==> src/rtl/clkdiv_pkg.sv <==
// Shared defaults and constants for the programmable clock divider.
//   DEF_CNT_W : default width of each channel's period/high-time counter
//   DEF_N_CH  : default number of divider channels
//   MIN_PER   : smallest period a channel will run with
package clkdiv_pkg;

  localparam int unsigned DEF_CNT_W = 16;
  localparam int unsigned DEF_N_CH  = 2;
  localparam int unsigned MIN_PER   = 2;

endpackage

==> src/rtl/clkdiv_ch.sv <==
// One programmable divider channel: period counter, registered clkout/tick,
// and an active/pending configuration pair that swaps on period boundaries.
//   clk        : divider input clock (rising edge)
//   rst        : asynchronous active-high reset
//   en         : run enable
//   sync_start : forces the counter to 0 and applies pending config
//   cfg_load   : captures div_val/hi_val into the pending pair
//   div_val    : period in clk cycles
//   hi_val     : high time in clk cycles
//   clkout     : divided clock (registered)
//   tick       : one-cycle pulse at each period start (registered)
//   cfg_err    : active period is below MIN_PER
module clkdiv_ch
  import clkdiv_pkg::*;
#(
  parameter int unsigned CNT_W = DEF_CNT_W
) (
  input  logic             clk,
  input  logic             rst,
  input  logic             en,
  input  logic             sync_start,
  input  logic             cfg_load,
  input  logic [CNT_W-1:0] div_val,
  input  logic [CNT_W-1:0] hi_val,
  output logic             clkout,
  output logic             tick,
  output logic             cfg_err
);

  localparam logic [CNT_W-1:0] MIN_PER_W = CNT_W'(MIN_PER);
  localparam logic [CNT_W-1:0] ONE       = CNT_W'(1);

  logic [CNT_W-1:0] per_q, per_d;
  logic [CNT_W-1:0] hi_q, hi_d;
  logic [CNT_W-1:0] pend_per_q, pend_per_d;
  logic [CNT_W-1:0] pend_hi_q, pend_hi_d;
  logic [CNT_W-1:0] cnt_q, cnt_d;
  logic             pend_vld_q, pend_vld_d;
  logic             clkout_q, clkout_d;
  logic             tick_q, tick_d;

  logic [CNT_W-1:0] hi_eff;
  logic             per_ok;
  logic             wrap;
  logic             apply;

  always_comb begin
    per_ok = (per_q >= MIN_PER_W);
    hi_eff = (hi_q < per_q) ? hi_q : per_q;
    wrap   = en && per_ok && (cnt_q == per_q - ONE);
    // An invalid active config keeps the channel idle, so swapping it in
    // immediately is glitch-free and lets a fresh load start the channel.
    apply  = pend_vld_q && (wrap || sync_start || !en || !per_ok);

    per_d      = per_q;
    hi_d       = hi_q;
    pend_per_d = pend_per_q;
    pend_hi_d  = pend_hi_q;
    pend_vld_d = pend_vld_q;

    // Apply uses the pending pair as it stood before this cycle; a load in
    // the same cycle becomes the next pending pair.
    if (apply) begin
      per_d      = pend_per_q;
      hi_d       = pend_hi_q;
      pend_vld_d = 1'b0;
    end
    if (cfg_load) begin
      pend_per_d = div_val;
      pend_hi_d  = hi_val;
      pend_vld_d = 1'b1;
    end

    if (!en || sync_start || !per_ok || wrap) begin
      cnt_d = '0;
    end else begin
      cnt_d = cnt_q + ONE;
    end

    clkout_d = en && per_ok && (cnt_q < hi_eff);
    tick_d   = en && per_ok && (cnt_q == '0);
  end

  always_ff @(posedge clk or posedge rst) begin
    if (rst) begin
      per_q      <= '0;
      hi_q       <= '0;
      pend_per_q <= '0;
      pend_hi_q  <= '0;
      pend_vld_q <= 1'b0;
      cnt_q      <= '0;
      clkout_q   <= 1'b0;
      tick_q     <= 1'b0;
    end else begin
      per_q      <= per_d;
      hi_q       <= hi_d;
      pend_per_q <= pend_per_d;
      pend_hi_q  <= pend_hi_d;
      pend_vld_q <= pend_vld_d;
      cnt_q      <= cnt_d;
      clkout_q   <= clkout_d;
      tick_q     <= tick_d;
    end
  end

  assign clkout  = clkout_q;
  assign tick    = tick_q;
  assign cfg_err = ~per_ok;

endmodule

==> src/rtl/prog_clkdiv.sv <==
// Multi-channel programmable clock divider. Each channel divides clkin by its
// own period with its own high time; sync_start phase-aligns all channels.
//   clkin      : single clock, rising edge
//   cnt_clr    : asynchronous active-high reset
//   ch_en      : per-channel run enable
//   div_val    : per-channel period, channel k in [k*CNT_W +: CNT_W]
//   hi_val     : per-channel high time, same packing
//   cfg_load   : per-channel strobe capturing div_val/hi_val as pending
//   sync_start : strobe zeroing every channel counter
//   clkout     : per-channel divided clock
//   tick       : per-channel period-start pulse
//   cfg_err    : per-channel invalid-period flag
module prog_clkdiv
  import clkdiv_pkg::*;
#(
  parameter int unsigned CNT_W = DEF_CNT_W,
  parameter int unsigned N_CH  = DEF_N_CH
) (
  input  logic                  clkin,
  input  logic                  cnt_clr,
  input  logic [N_CH-1:0]       ch_en,
  input  logic [N_CH*CNT_W-1:0] div_val,
  input  logic [N_CH*CNT_W-1:0] hi_val,
  input  logic [N_CH-1:0]       cfg_load,
  input  logic                  sync_start,
  output logic [N_CH-1:0]       clkout,
  output logic [N_CH-1:0]       tick,
  output logic [N_CH-1:0]       cfg_err
);

  for (genvar k = 0; k < N_CH; k++) begin : g_ch
    clkdiv_ch #(
      .CNT_W (CNT_W)
    ) u_ch (
      .clk        (clkin),
      .rst        (cnt_clr),
      .en         (ch_en[k]),
      .sync_start (sync_start),
      .cfg_load   (cfg_load[k]),
      .div_val    (div_val[k*CNT_W +: CNT_W]),
      .hi_val     (hi_val[k*CNT_W +: CNT_W]),
      .clkout     (clkout[k]),
      .tick       (tick[k]),
      .cfg_err    (cfg_err[k])
    );
  end

endmodule

==> config.mk <==
export PLATFORM = sky130hd
export DESIGN_NAME = prog_clkdiv
export DESIGN_NICKNAME = d
export VERILOG_FILES = /design/src/rtl/clkdiv_pkg.sv /design/src/rtl/clkdiv_ch.sv /design/src/rtl/prog_clkdiv.sv
export SDC_FILE = /design/constraint.sdc
export NUM_CORES = 1
export LEC_CHECK = 0
export ABC_AREA = 1
export CORE_ASPECT_RATIO = 0.7
export CORE_MARGIN = 2
export CORE_UTILIZATION = 40
export DETAILED_ROUTE_END_ITERATION = 6
export PLACE_DENSITY = 0.63
export SLEW_MARGIN = 20
export SYNTH_ARGS = -nofsm -noshare
export SYNTH_HDL_FRONTEND = slang
export SYNTH_SLANG_ARGS = --single-unit
==> constraint.sdc <==
create_clock -name clkin -period 7.05 [get_ports clkin]
set_input_delay 0.705 -clock clkin [delete_from_list [all_inputs] [get_ports clkin]]
set_output_delay 0.705 -clock clkin [all_outputs]
set_load 0.02 [all_outputs]
Word level (Yosys, flattened, before mapping)
Cells that the tools add are included.
{"block": "totals", "ff_bits": 166, "input_bits": 71, "output_inout_bits": 6}
{"block": "op_classes", "n_addsub": 4, "order_cmp": 6, "n_eq_ne": 2, "n_mux": 8, "bitwise": 2, "n_reduce_logical": 30}
{"operator": "< comparator 16 bit", "count": 4}
{"operator": "2-to-1 mux 16 bit", "count": 4}
{"operator": "adder 16 x 1 -> 16 bit, second input constant", "count": 2}
{"operator": "== test 16 bit", "count": 2}
{"operator": "greater-or-equal comparator 16 x 2 -> 1 bit, second input constant", "count": 2}
{"operator": "logical NOT 16 bit", "count": 2}
{"operator": "subtractor 16 x 1 -> 16 bit, second input constant", "count": 2}
{"operator": "logical OR 1 bit", "count": 12}
{"operator": "logical AND 1 bit", "count": 10}
{"operator": "logical NOT 1 bit", "count": 4}
{"operator": "2-to-1 mux 1 bit", "count": 4}
{"operator": "nonzero test 2 bit", "count": 2}
{"operator": "NOT 1 bit", "count": 2}

Logic depth before layout (Yosys ltp)
{"block": "logic_depth", "word_depth": 9, "ltp_mapped": 21, "depth_no_buf": 20}

Modules after synthesis
A second synthesis with hierarchy kept.
{"block": "unflattened", "hier_cells": 1218, "hier_area_um2": 9715.6}
{"mod": "clkdiv_ch at g_ch[0].u_ch", "instances": 1, "cells_each": 609, "area_each_um2": 4882.2, "seq_area_each_um2": 2077.0}
{"mod": "clkdiv_ch at g_ch[1].u_ch", "instances": 1, "cells_each": 609, "area_each_um2": 4833.4, "seq_area_each_um2": 2077.0}

Worst setup path after synthesis
No wires, ideal clock.
{"block": "synth_path", "kind": "register to register", "startpoint": "register g_ch[1].u_ch.per_q[5]", "endpoint": "register g_ch[1].u_ch.clkout_q", "setup_time_ns": 0.077, "arrival_time_ns": 2.534, "slack_ns": 4.439, "stages_incl_launch_ff": 20, "n_path_buf": 1, "path_cell_list": "dfrtp_1 > inv_1 > ha_1 > a21oi_1 > nor2_1 > nor3_1 > nand2_1 > nand2_1 > nand2_1 > clkbuf_1 > nand2_1 > o21ai_0 > ha_1 > a21oi_1 > o21ai_0 > a21oi_1 > nor2_1 > o211ai_1 > nand3_1 > a21oi_1"}
{"block": "synth_via", "elab_chain_cells": 4}
{"item": "start, declared", "line": "clkdiv_ch.sv:33", "source": "logic [CNT_W-1:0] per_q, per_d;"}
{"item": "start signal, assigned", "line": "clkdiv_ch.sv:95", "source": "per_q <= per_d;"}
{"item": "< comparator 16 bit", "line": "clkdiv_ch.sv:49", "source": "hi_eff = (hi_q < per_q) ? hi_q : per_q;"}
{"item": "2-to-1 mux 16 bit", "line": "clkdiv_ch.sv:49"}
{"item": "< comparator 16 bit", "line": "clkdiv_ch.sv:80", "source": "clkout_d = en && per_ok && (cnt_q < hi_eff);"}
{"item": "logical AND 1 bit (*)", "line": "clkdiv_ch.sv:80"}
{"item": "via g_ch[1].u_ch.clkout_d", "line": "clkdiv_ch.sv:39", "source": "logic clkout_q, clkout_d;"}
{"item": "end signal, assigned", "line": "clkdiv_ch.sv:101", "source": "clkout_q <= clkout_d;"}
{"item": "end, declared", "line": "clkdiv_ch.sv:39"}
The timed path passes the listed nets; every way through them passes the cells marked *.
A chain may end at the register's enable or synchronous reset.

Worst setup path in the final report
{"block": "layout_path", "startpoint": "register g_ch[0].u_ch.per_q[0]", "endpoint": "output cfg_err[0]"}
{"block": "layout_via", "elab_chain_cells": 2}
{"item": "start, declared", "line": "clkdiv_ch.sv:33"}
{"item": "start signal, assigned", "line": "clkdiv_ch.sv:95"}
{"item": "greater-or-equal comparator 16 x 2 -> 1 bit", "line": "clkdiv_ch.sv:48", "source": "per_ok = (per_q >= MIN_PER_W);"}
{"item": "NOT 1 bit", "line": "clkdiv_ch.sv:108", "source": "assign cfg_err = ~per_ok;"}
{"item": "end, declared", "line": "prog_clkdiv.sv:28", "source": "output logic [N_CH-1:0] cfg_err"}
Every way passes these cells.

==> results_tabular.tex <==
\begin{tabular}{lr}
\hline
Metric & Value \\
\hline
\multicolumn{2}{l}{\textbf{Status}} \\
Status & finished, final reports clean \\
\multicolumn{2}{l}{\textbf{CTS}} \\
Number of buffers created by CTS & 17 \\
Max Root-Sink Buffers & 2 \\
Buffer count from post-CTS setup fixing & 0 \\
Total number of H-tree levels & 4 \\
Post\_cts resized & 0 \\
TritonCTS clock tree & built \\
Clock tree root buffer cell & clkbuf\_16 \\
Clock latency on the worst-skew pair & 0.44 ns \\
Cts-stage hold buffer count & 0 \\
Clock-pin slew reported for the worst setup and hold paths after clock tree synthesis & 0.07 ns \\
\# clock sinks & 166 \\
\multicolumn{2}{l}{\textbf{Finish}} \\
Commonest non-fill, non-tap cell in the layout & nand2\_1 \\
Antenna diode count & 0 \\
Most frequent cells in the layout & 457 x nand2\_1, 165 x dfrtp\_1, 91 x inv\_1, 86 x nand3\_1 \\
Post-layout net count & 1410 \\
Cell area after layout & 0.01106 mm² \\
Ratio of cells with drive above 1 in the final layout & 4.751\% \\
Final core area utilization & roughly 47\% \\
Signed area change from the synthesized netlist to the final layout & 16.12\% \\
\multicolumn{2}{l}{\textbf{Route}} \\
Drt pass-1 iters & 5 \\
Starting DRT DRC Count & roughly 610 \\
Routed len/inst & 14.51 µm \\
Vias per cell & $\sim$4.9 \\
Antenna viol nets, final & 0 \\
Post-detailed-route DRC marker count & 0 \\
Routed Wire Length & 23240 µm \\
Via total after detailed routing & 7857 \\
\multicolumn{2}{l}{\textbf{STA}} \\
Final Skew & 0.01794 ns \\
Final setup violation count & 0 \\
Total count of max-transition violations in the final report & 0 \\
Worst slew margin & slightly below 30\% \\
Setup repair after global routing missed its margin & no \\
Final hold violation count & 0 \\
Fin Setup TNS & 0 ns \\
Transition at the pin with the smallest max-transition slack & 1.065 ns \\
Crit path time final & 3.536 ns \\
Max Clk Rate & roughly 280 MHz \\
Worst hold slack across all endpoints & approximately 0.47 ns \\
Tcrit/Tclk final & 50.15\% \\
\multicolumn{2}{l}{\textbf{Logic synthesis}} \\
Cell area after synthesis & between 0.009 and 0.01 mm² \\
Syn nets & 1359 \\
Number of unique standard cell types used by synthesis & 37 \\
Top cells by area, synth & dfrtp\_1 44\%, nand2\_1 18\%, ha\_1 8.9\% \\
Sequential cell area fraction in the yosys report & 43.62\% \\
Synthesized area per cell & 7.807 µm² \\
Post-Syn Instances & 1220 \\
Area fraction of the dominant cell type after synthesis & 43.62\% \\
Number of warnings reported in the yosys synthesis log & 0 \\
Synthesized flop and latch total & 166 \\
Cell taking the most area after synthesis & dfrtp\_1 \\
\multicolumn{2}{l}{\textbf{Hold path}} \\
Type of the worst min-delay path & reg -> reg \\
Hold path startpoint & g\_ch[0].u\_ch.hi\_q[0] \\
\multicolumn{2}{l}{\textbf{Die}} \\
Floorplan die height & 133.1 µm \\
Count of pins on the block boundary & 77 \\
Chip Width & 188.4 µm \\
Core footprint & 0.02352 mm² \\
Starting utilization of the core area & 40.49\% \\
Placement Rows & 47 \\
Total Die Area & 0.02508 mm² \\
\multicolumn{2}{l}{\textbf{Critical path}} \\
CP arrival & 2.83 ns \\
Required time at the worst-slack endpoint & 6.34 ns \\
Slowest stage delay, CP & between 0.7 and 0.8 ns \\
Worst Path Max Fanout & 5 \\
Critical setup path kind & reg -> out \\
Sort of element at the start of the critical path & flip-flop \\
Endpoint class of the critical path & output port \\
Slowest cell on the critical path & clkdlybuf4s50\_1 \\
Timing startpoint of the critical path & g\_ch[0].u\_ch.per\_q[0] \\
RR Startpoint & g\_ch[1].u\_ch.per\_q[5] \\
CP Cell Sequence & inv\_1, ha\_1, nand2\_1, nand4\_1, nor4\_1, clkdlybuf4s50\_1 \\
FF-to-FF setup slack & 3.63 ns \\
\multicolumn{2}{l}{\textbf{Power}} \\
Cell Pwr Density & 252.7 mW/mm² \\
Leakage dissipation & approximately 5.6 nW \\
Largest voltage drop on the vdd net & 178.5 µV \\
Design Power & 2.794 mW \\
\multicolumn{2}{l}{\textbf{Placed design}} \\
Post-place instance area & between 0.01 and 0.015 mm² \\
Weighted congestion at the end of routability-driven global placement & 0.9367 \\
Number of input and output port buffers inserted & 76 \\
Hpwl dp & roughly 17000 µm \\
\multicolumn{2}{l}{\textbf{Global routing}} \\
Vias in the first global route & between 7k and 8k \\
Largest net degree at the start of global routing & 70 \\
Number of antenna violations at the first check in global routing & 0 \\
Total Routing Usage GR & 19.29\% \\
Grt ovf & 0 \\
Wire length of the first global-routing pass & 38500 µm \\
\multicolumn{2}{l}{\textbf{Job}} \\
Max Cap Violations & 0 \\
\hline
\end{tabular}
[Yosys cell counts, drive strengths merged]
cell and number:
nand2 459, dfrtp 166, inv 95, nand3 90, nor2 82, ha 68, xor2 44, o21ai 43
a21oi 36, clkbuf 29, nor3 27, buf 22, nand4 14, xnor2 14, nor3b 10, nor4 6
and3 4, a211oi 2, o211ai 2, a2111oi 1, a31oi 1, clkinv 1, nand3b 1, o2111ai 1
o21bai 1, or2 1
[report_power, final]
group / switching (mW) / internal [mW] / total (mW)
Clock: 0.455 / 0.484 / 0.939
Combinational: 0.440 / 0.272 / 0.712
Sequential: 0.100 / 1.04 / 1.14
Total: 0.995 / 1.80 / 2.79
[per-stage QoR]
step / instances / setup slack, ns
global route: 1602 / 3.277
finish: 1602 / 3.514
global placement: 1570 / 3.808
detailed placement: 1570 / 3.710
CTS: 1602 / 3.543
floorplan: 1220 / 1.855
[state kept, by name (all words and copies together) (netlist names)]
| name | flops |
|---|---|
| g_ch.u_ch.tick | 2 |
| g_ch.u_ch.per_q | 32 |
| g_ch.u_ch.hi_q | 32 |
| g_ch.u_ch.pend_vld_q | 2 |
| g_ch.u_ch.clkout | 2 |
| g_ch.u_ch.cnt_q | 32 |
| g_ch.u_ch.pend_per_q | 32 |
| g_ch.u_ch.pend_hi_q | 32 |
[path summary, 6_finish.rpt]
path / to / depth (start not counted)
max in group asynchronous: g_ch[1].u_ch.pend_vld_q / 3
min: g_ch[0].u_ch.hi_q[0] / 2
min reg2reg: g_ch[0].u_ch.hi_q[0] / 2
min in group asynchronous: g_ch[0].u_ch.tick / 2
max: cfg_err[0] / 6
max reg2reg: g_ch[1].u_ch.clkout / 17
[cells by family after synthesis]
group                      Yosys count  share of synthesized area (%)
DFF                                166                          43.62
and+or+nand+nor                    694                          30.70
xor gates and xnor gates            58                          5.334
adders and majority gates           68                          8.933
buffers and inverters              147                          6.621
AOI/OAI and AO/OA                   87                          4.795
[routing by layer]
| metal | track usage (%) | wire, µm | vias to the layer above |
|---|---|---|---|
| li1 | - | - | 4008 |
| met1 | 32.95 | 13420 | 3655 |
| met2 | 24.17 | 8484 | 178 |
| met3 | 3.504 | 1154 | 16 |
| met4 | 4.384 | 185 | 0 |
| met5 | 0 | 0 | - |
[final cells by class]
type                    instances  area [µm²]
clock buffers                  18       439.2
clock inverters                14       146.4
fillers                      2342       12460
inverters                      96       365.4
multi-input cells             907        4742
flip-flops and latches        166        4155
well taps                     318       397.9
repair buffers                 83       813.3
[critical path, delay by kind of cell, from the launching register on]
kind / cells / cell delay, ns
adder cells (fa/ha/maj): 1 / 0.22
flip-flops: 1 / 0.50
buffers and inverters: 2 / 0.91
AND/OR/NAND/NOR: 3 / 0.75
Note: power is estimated with default switching activity, not from simulation.
==> edit 1, RTL diff (same settings) <==
Reset style: synchronous (`rst`), changed in one clocked block. Comments in the files are not updated.
--- a/src/rtl/clkdiv_ch.sv
+++ b/src/rtl/clkdiv_ch.sv
@@ -81,7 +81,7 @@
     tick_d   = en && per_ok && (cnt_q == '0);
   end
 
-  always_ff @(posedge clk or posedge rst) begin
+  always_ff @(posedge clk) begin
     if (rst) begin
       per_q      <= '0;
       hi_q       <= '0;
Check against the original RTL: not equivalent (Yosys sat finds a counterexample within 4 cycles, from zero or initial values; the reset may be asserted at any time).
==> edit 1 against the unedited design <==
- via count rose by 5.0%
- utilization rose by 0.22 points
- clock power fell by 0.4%
- sequential share of layout area fell by 6.8 points
- synthesized area fell by 1.6%
- wire length rose by 0.31%
- worst setup slack improved by 14 ps
- cell area fell by 2.4%
- clock skew fell by 5.7 ps
- total power fell by 4.9%
- sequential cell count did not move
==> edit 1: results <==
{
  "status": "finished, final reports clean",
  "wirelength_met1_um": 13640,
  "r2r-start": "g_ch[0].u_ch.per_q[9]",
  "synthArstFlopShare": 0,
  "nNetsFinal": 1480,
  "synth.area.top_cells": "dfxtp_1 35%, ha_1 9.1%, a21oi_1 8.6%",
  "synth_cells": 1309,
  "fillers": 2339,
  "worst_ep_arrival_time_ps": 3870,
  "grt_use_met2": 0.2295,
  "path_class": "reg -> reg",
  "worstReg2RegEnd": "g_ch[0].u_ch.clkout",
  "worstHoldEndpoint": "g_ch[1].u_ch.pend_hi_q[2]",
  "wl_per_cell_um": 13.99,
  "stdcell_area_sq_um": 10790,
  "p_sw_mw": 0.9188,
  "placed_cell_area_sq_um": 10200,
  "layout_min_cycle_time_ps": 3522,
  "synth_compound_area_frac": 0.1488,
  "wl_met2_um": 8214,
  "crit_path_max_incr_delay_ps": 540,
  "hpwl_um": 16820,
  "p_seq_frac": 0.393,
  "synthXorXnorAreaFrac": 0.05795,
  "place_inst": 1634,
  "cp_max_fo": 31,
  "mappedNetlistNets": 1448,
  "grt_max_degree": 107,
  "dr.first_iter.drc_count": 716
}
-- edit 1: cell count changes after synthesis, sizes merged, moves of 4 or more --
| cell | before | now |
|---|---|---|
| nand3 | 90 | 97 |
| o21ai | 43 | 101 |
| dfrtp | 166 | 0 |
| nor2 | 82 | 141 |
| dfxtp | 0 | 166 |
| buf | 22 | 29 |
| and3 | 4 | 0 |
| nand2 | 459 | 214 |
| or2 | 1 | 5 |
| clkbuf | 29 | 39 |
| a21oi | 36 | 161 |
| nand4 | 14 | 19 |
| inv | 95 | 155 |
-- edit 1: final cells by class --
class	count	area share
clock buffers	18	0.04069
repair buffers	81	0.07396
multi-input cells	920	0.4728
well taps	312	0.03617
inverters	155	0.05402
clock inverters	14	0.01426
flip-flops and latches	166	0.3081
-- edit 1: worst max-delay path, delay by kind of cell, from the launching register on --
family	cells	cell delay, ps
adders and majority gates	2	610
buffers and inverters	2	150
DFF	1	420
and+or+nand+nor	5	930
AOI/OAI and AO/OA	8	1340
==> edit 2, RTL diff (same settings) <==
Made on the original files. The package constant `DEF_N_CH` goes from 2 to 1.
--- a/src/rtl/clkdiv_pkg.sv
+++ b/src/rtl/clkdiv_pkg.sv
@@ -5,7 +5,7 @@
 package clkdiv_pkg;
 
   localparam int unsigned DEF_CNT_W = 16;
-  localparam int unsigned DEF_N_CH  = 2;
+  localparam int unsigned DEF_N_CH  = 1;
   localparam int unsigned MIN_PER   = 2;
 
 endpackage
Interface: changed (7 resized); port bits go from 77 to 40. No check against the original RTL was run, so the function may have changed too.
==> edit 2 against the unedited design <==
- via count shrank 50%
- total power shrank 49%
- worst setup slack improved by 200 ps
- clock skew down 9.6 ps
- sequential power decreased by 50%
- critical path type is now reg -> reg
- wire length is 53% lower
- sequential cell count decreased by 83
- synthesized area decreased by 49%
- cell area is 49% lower
- largest power group unchanged
==> edit 2: results <==
{
  "status": "finished, final reports clean",
  "numPortBuffers": 39,
  "r2r_setup_slack_ps": 3710,
  "holdCritStartpoint": "g_ch[0].u_ch.pend_per_q[0]",
  "place_ws_ps": 3757,
  "grt_first_pass_wirelength_um": 18470,
  "synth_common_cells": "232 x nand2_1, 83 x dfrtp_1, 49 x inv_1, 42 x nand3_1, 34 x ha_1",
  "grt_max_degree": 84,
  "ir_worst_vdd_mv": 0.1304,
  "worstHoldEndpoint": "g_ch[0].u_ch.pend_per_q[0]",
  "worstSkewPairLatency_ps": 340,
  "worstSetupStartpoint": "g_ch[0].u_ch.per_q[5]",
  "wirelength_um": 11020,
  "crit_path_max_incr_delay_ps": 470,
  "fin_hold_ws_ps": 472.6,
  "worst_slew_pin_slew_ps": 978.6,
  "dr.first_iter.drc_count": 347,
  "placed_cell_area_sq_um": 5290,
  "cts_made_buffers": 9,
  "drive_above_1_share": 0.06357,
  "slowest_stage": "nand2_1",
  "fillers": 1143,
  "htreeDepth": 3,
  "synth.area.top_cells": "dfrtp_1 43%, nand2_1 18%, ha_1 8.8%",
  "cp_top_family": "compound AO/OA/AOI/OAI gates",
  "hpwl_um": 8251,
  "antenna_cells": 0,
  "leakage_nw": 2.847,
  "grtUsageTotal": 0.1834,
  "synth_cells": 610,
  "drt-pass1-iter-count": 5,
  "final.setup_skew_ps": 8.337,
  "cp_max_fo": 31,
  "ys_types": 30,
  "mappedNetlistNets": 681,
  "vias_per_cell": 4.883,
  "grt_pass1_vias": 3668,
  "place_inst": 787,
  "wl_per_cell_um": 13.75,
  "r2r-start": "g_ch[0].u_ch.per_q[5]",
  "cts.clk_slew.worst_paths_ps": 60,
  "seq_area_frac_synth": 0.4312,
  "gp_congestion": 0.9151,
  "worstReg2RegEnd": "g_ch[0].u_ch.clkout",
  "nNetsFinal": 712
}
edit 2: area by class of cell:
class,count,area [sq um],area share
multi-input combinational,454,2411,0.4291
clock buffer,10,239.0,0.04253
tap,157,196.4,0.03496
sequential,83,2078,0.3699
clock inverter,5,85.08,0.01514
timing repair buffer,42,416.7,0.07415
inverter,51,192.7,0.03429
edit 2: metal layers:
layer / vias to the layer above / global-route usage / part of all wire
met5: - / 0 / 0
met4: 0 / 0.04427 / 0.0092
met1: 1809 / 0.2760 / 0.52
met2: 103 / 0.2657 / 0.41
li1: 1993 / - / -
met3: 11 / 0.04265 / 0.059
edit 2: report_power, final:
group / switching (mW) / total (mW) / internal [mW]
combinational: 0.217 / 0.354 / 0.136
clock: 0.192 / 0.512 / 0.320
sequential: 0.0485 / 0.570 / 0.522
edit 2: cell families after synthesis:
logic type,after synthesis,share of synthesized area
compound gates,40,0.04260
flops,83,0.4312
buf+inv,73,0.06831
xor+xnor,31,0.05636
simple gates,349,0.3132
fa+ha+maj,34,0.08831
edit 2: how the worst max path moves through the flow:
stage	cells past startpoint	slack (ps)	end
after floorplan	1	4210	g_ch[0].u_ch.clkout
after global placement	15	3920	g_ch[0].u_ch.clkout
after detailed placement	17	3760	g_ch[0].u_ch.clkout
after CTS	17	3730	g_ch[0].u_ch.clkout
after global routing	17	3300	g_ch[0].u_ch.clkout
final	17	3710	g_ch[0].u_ch.clkout
edit 2: worst reg2reg max path: stages (launching register included):
cell	delay (ps)
dfrtp_1	400
inv_1	150
ha_1	270
a21oi_1	160
nor2_1	50
nor3_1	120
nand2_1	70
nand2_1	70
nand2_1	470
o21ai_0	430
ha_1	300
a21oi_1	140
o21ai_0	90
a21oi_1	130
nor2_1	50
o211ai_1	150
nand3_1	80
a21oi_1	110
